$ cat config.mk
export PLATFORM = sky130hd
export DESIGN_NAME = reg_file_mp_flat
export DESIGN_NICKNAME = d
export VERILOG_FILES = /design/src/rtl/reg_file_mp_pkg.sv /design/src/rtl/reg_file_mp_if.sv /design/src/rtl/reg_file_mp_scoreboard.sv /design/src/rtl/reg_file_mp.sv /design/src/flat_wrapper.sv
export SDC_FILE = /design/constraint.sdc
export NUM_CORES = 1
export LEC_CHECK = 0
export BUFFER_PORTS_ARGS = -buffer_cell sky130_fd_sc_hd__buf_2
export CORE_ASPECT_RATIO = 0.7
export CORE_MARGIN = 3
export CORE_UTILIZATION = 61
export CTS_CLUSTER_SIZE = 10
export DETAILED_ROUTE_END_ITERATION = 16
export PLACE_DENSITY = 0.84
export SYNTH_ARGS = -nofsm -noshare
export SYNTH_HDL_FRONTEND = slang
export SYNTH_SLANG_ARGS = --single-unit
export TNS_END_PERCENT = 10
$ cat constraint.sdc
create_clock -name clk -period 6.6 [get_ports clk]
set_clock_uncertainty 0.1 [all_clocks]
set_input_delay 1.32 -clock clk [delete_from_list [all_inputs] [get_ports clk]]
set_output_delay 1.32 -clock clk [all_outputs]
set_load 0.005 [all_outputs]
$ cat src/rtl/reg_file_mp_pkg.sv
// Shared register-file definitions used by decode, writeback and the register file itself.
// Address width helper plus the range/R0 filter applied to every write and reservation.
package rf_pkg;

  localparam int RF_MAX_RD = 4;

  // $clog2 returns 0 for a 1-entry file, but an address bus still needs one bit.
  function automatic int rf_aw(input int n);
    return (n <= 2) ? 1 : $clog2(n);
  endfunction

  function automatic logic rf_addr_ok(input int addr, input int num_regs, input logic zero_r0);
    return (addr < num_regs) && !(zero_r0 && (addr == 0));
  endfunction

endpackage

$ cat src/rtl/reg_file_mp_if.sv
// Decode/writeback bundle for the multi-port register file.
// The master side drives reads, writebacks and reservations. The slave side returns data and busy state.
interface reg_file_mp_if #(
  parameter int NUM_REGS = 8,
  parameter int DATA_W   = 32,
  parameter int NUM_RD   = 2
);
  import rf_pkg::*;

  localparam int AW = rf_aw(NUM_REGS);

  logic [NUM_RD-1:0]        rd_en;
  logic [NUM_RD*AW-1:0]     rd_addr;
  logic [NUM_RD*DATA_W-1:0] rd_data;
  logic [NUM_RD-1:0]        rd_busy;
  logic                     wr_en;
  logic [AW-1:0]            wr_addr;
  logic [DATA_W-1:0]        wr_data;
  logic                     rsv_en;
  logic [AW-1:0]            rsv_addr;
  logic [NUM_REGS-1:0]      busy_vec;

  modport master (
    output rd_en, rd_addr, wr_en, wr_addr, wr_data, rsv_en, rsv_addr,
    input  rd_data, rd_busy, busy_vec
  );

  modport slave (
    input  rd_en, rd_addr, wr_en, wr_addr, wr_data, rsv_en, rsv_addr,
    output rd_data, rd_busy, busy_vec
  );

endinterface

$ cat src/rtl/reg_file_mp_scoreboard.sv
// Per-register busy scoreboard. A reservation sets a bit and a writeback clears it.
// When a set and a clear hit the same register, the set wins because a newer producer is outstanding.
module rf_scoreboard
  import rf_pkg::*;
#(
  parameter int NUM_REGS = 8,
  parameter int ZERO_R0  = 0,
  parameter int AW       = rf_aw(NUM_REGS)
) (
  input  logic                clk,
  input  logic                rst,
  input  logic                set_en,
  input  logic [AW-1:0]       set_addr,
  input  logic                clr_en,
  input  logic [AW-1:0]       clr_addr,
  output logic [NUM_REGS-1:0] busy
);

  logic [NUM_REGS-1:0] busy_q;
  logic [NUM_REGS-1:0] busy_d;
  logic                set_ok;
  logic                clr_ok;

  assign set_ok = set_en && rf_addr_ok(int'(set_addr), NUM_REGS, ZERO_R0 != 0);
  assign clr_ok = clr_en && rf_addr_ok(int'(clr_addr), NUM_REGS, ZERO_R0 != 0);

  // The clear is applied first so that a same-address set overrides it.
  always_comb begin
    busy_d = busy_q;
    if (clr_ok) busy_d[clr_addr] = 1'b0;
    if (set_ok) busy_d[set_addr] = 1'b1;
  end

  always_ff @(posedge clk) begin
    if (rst) busy_q <= '0;
    else     busy_q <= busy_d;
  end

  assign busy = busy_q;

endmodule

$ cat src/rtl/reg_file_mp.sv
// Multi-port register file with a registered read on every port and a single writeback port.
// It supports optional write-to-read bypass, an optional hardwired-zero R0 and a busy scoreboard.
module reg_file_mp
  import rf_pkg::*;
#(
  parameter int NUM_REGS = 8,
  parameter int DATA_W   = 32,
  parameter int NUM_RD   = 2,
  parameter int ZERO_R0  = 0,
  parameter int BYPASS   = 1
) (
  input logic          clk,
  input logic          rst,
  reg_file_mp_if.slave bus
);

  localparam int AW = rf_aw(NUM_REGS);

  logic [DATA_W-1:0]   regs [NUM_REGS];
  logic [NUM_REGS-1:0] busy;
  logic                wr_hit;
  logic                rsv_hit;

  assign wr_hit  = bus.wr_en  && rf_addr_ok(int'(bus.wr_addr),  NUM_REGS, ZERO_R0 != 0);
  assign rsv_hit = bus.rsv_en && rf_addr_ok(int'(bus.rsv_addr), NUM_REGS, ZERO_R0 != 0);

  always_ff @(posedge clk) begin
    if (rst) begin
      for (int i = 0; i < NUM_REGS; i++) regs[i] <= '0;
    end else if (wr_hit) begin
      regs[bus.wr_addr] <= bus.wr_data;
    end
  end

  rf_scoreboard #(
    .NUM_REGS (NUM_REGS),
    .ZERO_R0  (ZERO_R0),
    .AW       (AW)
  ) u_scoreboard (
    .clk      (clk),
    .rst      (rst),
    .set_en   (bus.rsv_en),
    .set_addr (bus.rsv_addr),
    .clr_en   (bus.wr_en),
    .clr_addr (bus.wr_addr),
    .busy     (busy)
  );

  assign bus.busy_vec = busy;

  for (genvar p = 0; p < NUM_RD; p++) begin : g_rd
    logic [AW-1:0]     addr;
    logic              addr_ok;
    logic              fwd;
    logic [DATA_W-1:0] data_d;
    logic              busy_d;
    logic [DATA_W-1:0] data_q;
    logic              busy_q;

    assign addr    = bus.rd_addr[p*AW +: AW];
    assign addr_ok = rf_addr_ok(int'(addr), NUM_REGS, ZERO_R0 != 0);
    assign fwd     = (BYPASS != 0) && wr_hit && (bus.wr_addr == addr);

    // A forwarded read sees the retiring value. Its busy bit reflects only a same-cycle re-reservation.
    always_comb begin
      data_d = '0;
      busy_d = 1'b0;
      if (addr_ok) begin
        if (fwd) begin
          data_d = bus.wr_data;
          busy_d = rsv_hit && (bus.rsv_addr == addr);
        end else begin
          data_d = regs[addr];
          busy_d = busy[addr];
        end
      end
    end

    always_ff @(posedge clk) begin
      if (rst) begin
        data_q <= '0;
        busy_q <= 1'b0;
      end else if (bus.rd_en[p]) begin
        data_q <= data_d;
        busy_q <= busy_d;
      end
    end

    assign bus.rd_data[p*DATA_W +: DATA_W] = data_q;
    assign bus.rd_busy[p]                  = busy_q;
  end

endmodule
$ cat src/flat_wrapper.sv
// flat-port wrapper written by rule: the top's interface ports become plain ports
module reg_file_mp_flat import rf_pkg::*;
#(
  parameter int NUM_REGS = 8,
  parameter int DATA_W   = 32,
  parameter int NUM_RD   = 2,
  parameter int ZERO_R0  = 0,
  parameter int BYPASS   = 1
)
  (clk, rst, bus_rd_en, bus_rd_addr, bus_wr_en, bus_wr_addr, bus_wr_data, bus_rsv_en, bus_rsv_addr, bus_rd_data, bus_rd_busy, bus_busy_vec);
  reg_file_mp_if #(.NUM_REGS(NUM_REGS), .DATA_W(DATA_W), .NUM_RD(NUM_RD)) bus_i ();
  input logic clk;
  input logic rst;
  input wire logic [$bits(bus_i.rd_en)-1:0] bus_rd_en;
  input wire logic [$bits(bus_i.rd_addr)-1:0] bus_rd_addr;
  input wire logic [$bits(bus_i.wr_en)-1:0] bus_wr_en;
  input wire logic [$bits(bus_i.wr_addr)-1:0] bus_wr_addr;
  input wire logic [$bits(bus_i.wr_data)-1:0] bus_wr_data;
  input wire logic [$bits(bus_i.rsv_en)-1:0] bus_rsv_en;
  input wire logic [$bits(bus_i.rsv_addr)-1:0] bus_rsv_addr;
  output wire logic [$bits(bus_i.rd_data)-1:0] bus_rd_data;
  output wire logic [$bits(bus_i.rd_busy)-1:0] bus_rd_busy;
  output wire logic [$bits(bus_i.busy_vec)-1:0] bus_busy_vec;
  assign bus_i.rd_en = bus_rd_en;
  assign bus_i.rd_addr = bus_rd_addr;
  assign bus_i.wr_en = bus_wr_en;
  assign bus_i.wr_addr = bus_wr_addr;
  assign bus_i.wr_data = bus_wr_data;
  assign bus_i.rsv_en = bus_rsv_en;
  assign bus_i.rsv_addr = bus_rsv_addr;
  assign bus_rd_data = bus_i.rd_data;
  assign bus_rd_busy = bus_i.rd_busy;
  assign bus_busy_vec = bus_i.busy_vec;
  reg_file_mp #(.NUM_REGS(NUM_REGS), .DATA_W(DATA_W), .NUM_RD(NUM_RD), .ZERO_R0(ZERO_R0), .BYPASS(BYPASS)) u_core (.clk(clk), .rst(rst), .bus(bus_i));
endmodule
==> results.cfg <==
[logic_synthesis]
synth.distinct_cells = 37
synthFlopType = edfxtp_1
yosysSeqAreaShare_pct = 56.38
synth_enable_flop_cells = 256
syn_nets = 1137
synth_seq_cells = 330
ys_warn_count = 0
yosysTopAreaCell = edfxtp_1
synth_top_area_share_pct = 47.27
synthCells = 1087
avgSynthCellArea_um2 = 14.96
async_reset_ff_share_pct = 0
yosys-top-cells-count = and2_1 (256), edfxtp_1 (256), mux4_2 (132)
synthTopCellsByArea = edfxtp_1 (47%), mux4_2 (18%), and2_1 (9.8%)
syn_area_mm2 = 0.01626

[route]
dr.first_iter.drc_count = 1392
via_per_inst = 6.840
wl_mm = 44.59
num_vias = 10750
drc = 0
dr.pass1.iters = 5
postRouteAntennaNets = 0
wire_per_inst_um = 28.36

[worst_setup_path]
worstPathArrival_ns = 3.91
worstSetupStartpointType = input pin
crit_path_end_kind = flip-flop
cp_common_cell = buf_4
path_class = input pin to flip-flop
cp.buffers_inverters = 2
cp_data_required_time_ns = 6.97
worst-path-max-fanout = 42
max_stage_delay_ns = 0.92
crit_path_top_delay_cell = nor2_2
critical-path-top-delay-family = buffers and inverters
crit_chain = buf_4 -> xnor2_4 -> nand3_1 -> nor2_2 -> buf_4 -> a221o_1

[pwr]
vdd_ir_drop_max_uv = 219.1
clkPwrFrac_pct = 39.3
sw_frac_of_total_pct = 24.02
leakagePower_nw = 6.819
power_frac_seq_pct = 49.4
switchingPower_w = 0.001205
power_density_mw_per_mm2 = 272.8
power.internal_w = 0.003810
comb_power_share_pct = 11.3

[sta]
min_period_ns = 3.538
fmax_ghz = 0.2827
setup_viol = 0
worstMarginPinSlew_ns = 1.276
hold_viol = 0
post-route-period-util_pct = 53.60
slew_violations = 0
slew_headroom_pct = 14.84
hold_slack_ns = 0.3846
rsz0062_at_grt = false
setup_tns_ns = 0

[placement]
hpwl_mm = 25.53
gp_congestion = 0.8434
placed_cell_area_mm2 = 0.01725
io_buffers = 123
place_inst = 1502

[cts]
cts_made_buffers = 38
clk_pin_slew_ns = 0.06
post_cts_resized = 0
cts.path.max_buffers = 3
clock-sinks = 330
tritoncts = yes
postCtsHoldBufs = 0
cts_htree_levels = 2
clkLatencyLatePin_ns = 0.53
root_buffer = clkbuf_16
post_cts_buffers = 0

[floorplanning]
chipWidth_um = 201.2
ios = 124
rows = 49
die_y_um = 142.6
core-area_mm2 = 0.02593
dieArea_mm2 = 0.02869
start_util_pct = 62.71

[layout]
register_area_mm2 = 0.009169
layout.nets = 1235
final_area_mm2 = 0.01838
multi_input_area_mm2 = 0.006794
fill_cells = 1683
drive_gt1_share_pct = 28.31
area_growth_pct = 13.03
antenna_cells = 0
fin_cells = 1572

[grt]
track_usage_pct = 31.39
antenna_found_initial = 1
grt_overflow = 0
grt_pass1_vias = 10980
grt_max_degree = 66
grt_pass1_wl_mm = 66.79

[worst_hold_path]
min_path_type = flip-flop to flip-flop

[job]
maxCapViolCount = 0

[status]
status = finished, final reports clean
==> worst reg2reg max path, cell delays in order, from the launching register on <==
cell and delay (ns):
edfxtp_1 0.41, mux4_2 0.47, mux2i_1 0.37, nor2_1 0.08
a221o_1 0.26
==> registers in the layout, indices dropped and copies added, names as in the netlist <==
name / count
u_core.regs: 256
u_core.u_scoreboard.busy: 8
u_core.g_rd.data_q: 64
u_core.g_rd.busy_q: 2
==> layout by cell type (no fill, tap or decap), types with 2 or more instances in the layout <==
cell type    n
nand3_1      3
nor2_4       7
inv_1        9
o22ai_1      2
buf_4       26
nand2b_1     4
xor2_1       5
clkbuf_16   41
nor2_2       2
o32ai_1      3
o21ai_4      3
xnor2_1      6
mux4_2     132
clkbuf_1    29
mux2i_1     65
a221o_1     64
nand2_1     12
o31ai_4      4
mux2_2       2
nor2_1      68
dfxtp_1     74
edfxtp_1   256
buf_2      121
nand4_1      2
o21ai_0      3
nor2b_1      4
and2_1     256
nor3_2       2
==> cell type report <==
class / instances / area share [%]
clock buffer: 70 / 6.173
tap: 357 / 2.430
sequential: 330 / 49.88
inverter: 10 / 0.2042
multi-input combinational: 658 / 36.96
timing repair buffer: 147 / 4.356
==> logic make-up (layout without fill, tap and decap cells) <==
family | after synthesis | in the layout | share of synthesized area [%]
flops | 330 | 330 | 56.38
mux | 199 | 199 | 22.42
buf+inv | 99 | 227 | 2.908
xor+xnor | 12 | 12 | 0.7617
simple gates | 363 | 363 | 12.60
compound gates | 84 | 84 | 4.932
==> metrics by stage <==
stage	worst slack, ns	total power (W)	utilization, %
2_1_floorplan	1.051	0.002856	-
3_3_place_gp	2.646	0.003049	66.51
3_5_place_dp	2.556	0.003073	66.51
4_1_cts	3.104	0.005007	70.88
5_1_grt	2.964	0.005150	70.88
6_report	3.062	0.005015	70.88
==> per-layer routing <==
layer	GRT usage [%]	vias up	routed length, um
met1	42.12	5431	16160
li1	-	4389	-
met5	0	-	11
met2	50.78	799	21440
met3	7.382	132	5500
met4	12.67	2	1478
==> power by group through the flow <==
stage                     clock network [W]  logic (W)  registers, W
after global routing                0.00206   0.000602       0.00249
final                               0.00197   0.000567       0.00248
after CTS                           0.00197   0.000563       0.00247
after global placement                    0   0.000547       0.00250
after detailed placement                  0   0.000560       0.00251
after floorplan                           0   0.000366       0.00249
==> path summary, 6_finish.rpt <==
path | end | slack (ns) | depth (start not counted) | startpoint
max | u_core.g_rd[1].data_q[21] | 3.06 | 6 | bus_rd_addr[4]
min | u_core.g_rd[1].data_q[10] | 0.38 | 1 | u_core.g_rd[1].data_q[10]
max reg2reg | u_core.g_rd[1].data_q[12] | 4.79 | 4 | u_core.regs[5][12]
min reg2reg | u_core.g_rd[1].data_q[10] | 0.38 | 1 | u_core.g_rd[1].data_q[10]
(Power assumes the default switching activity.)
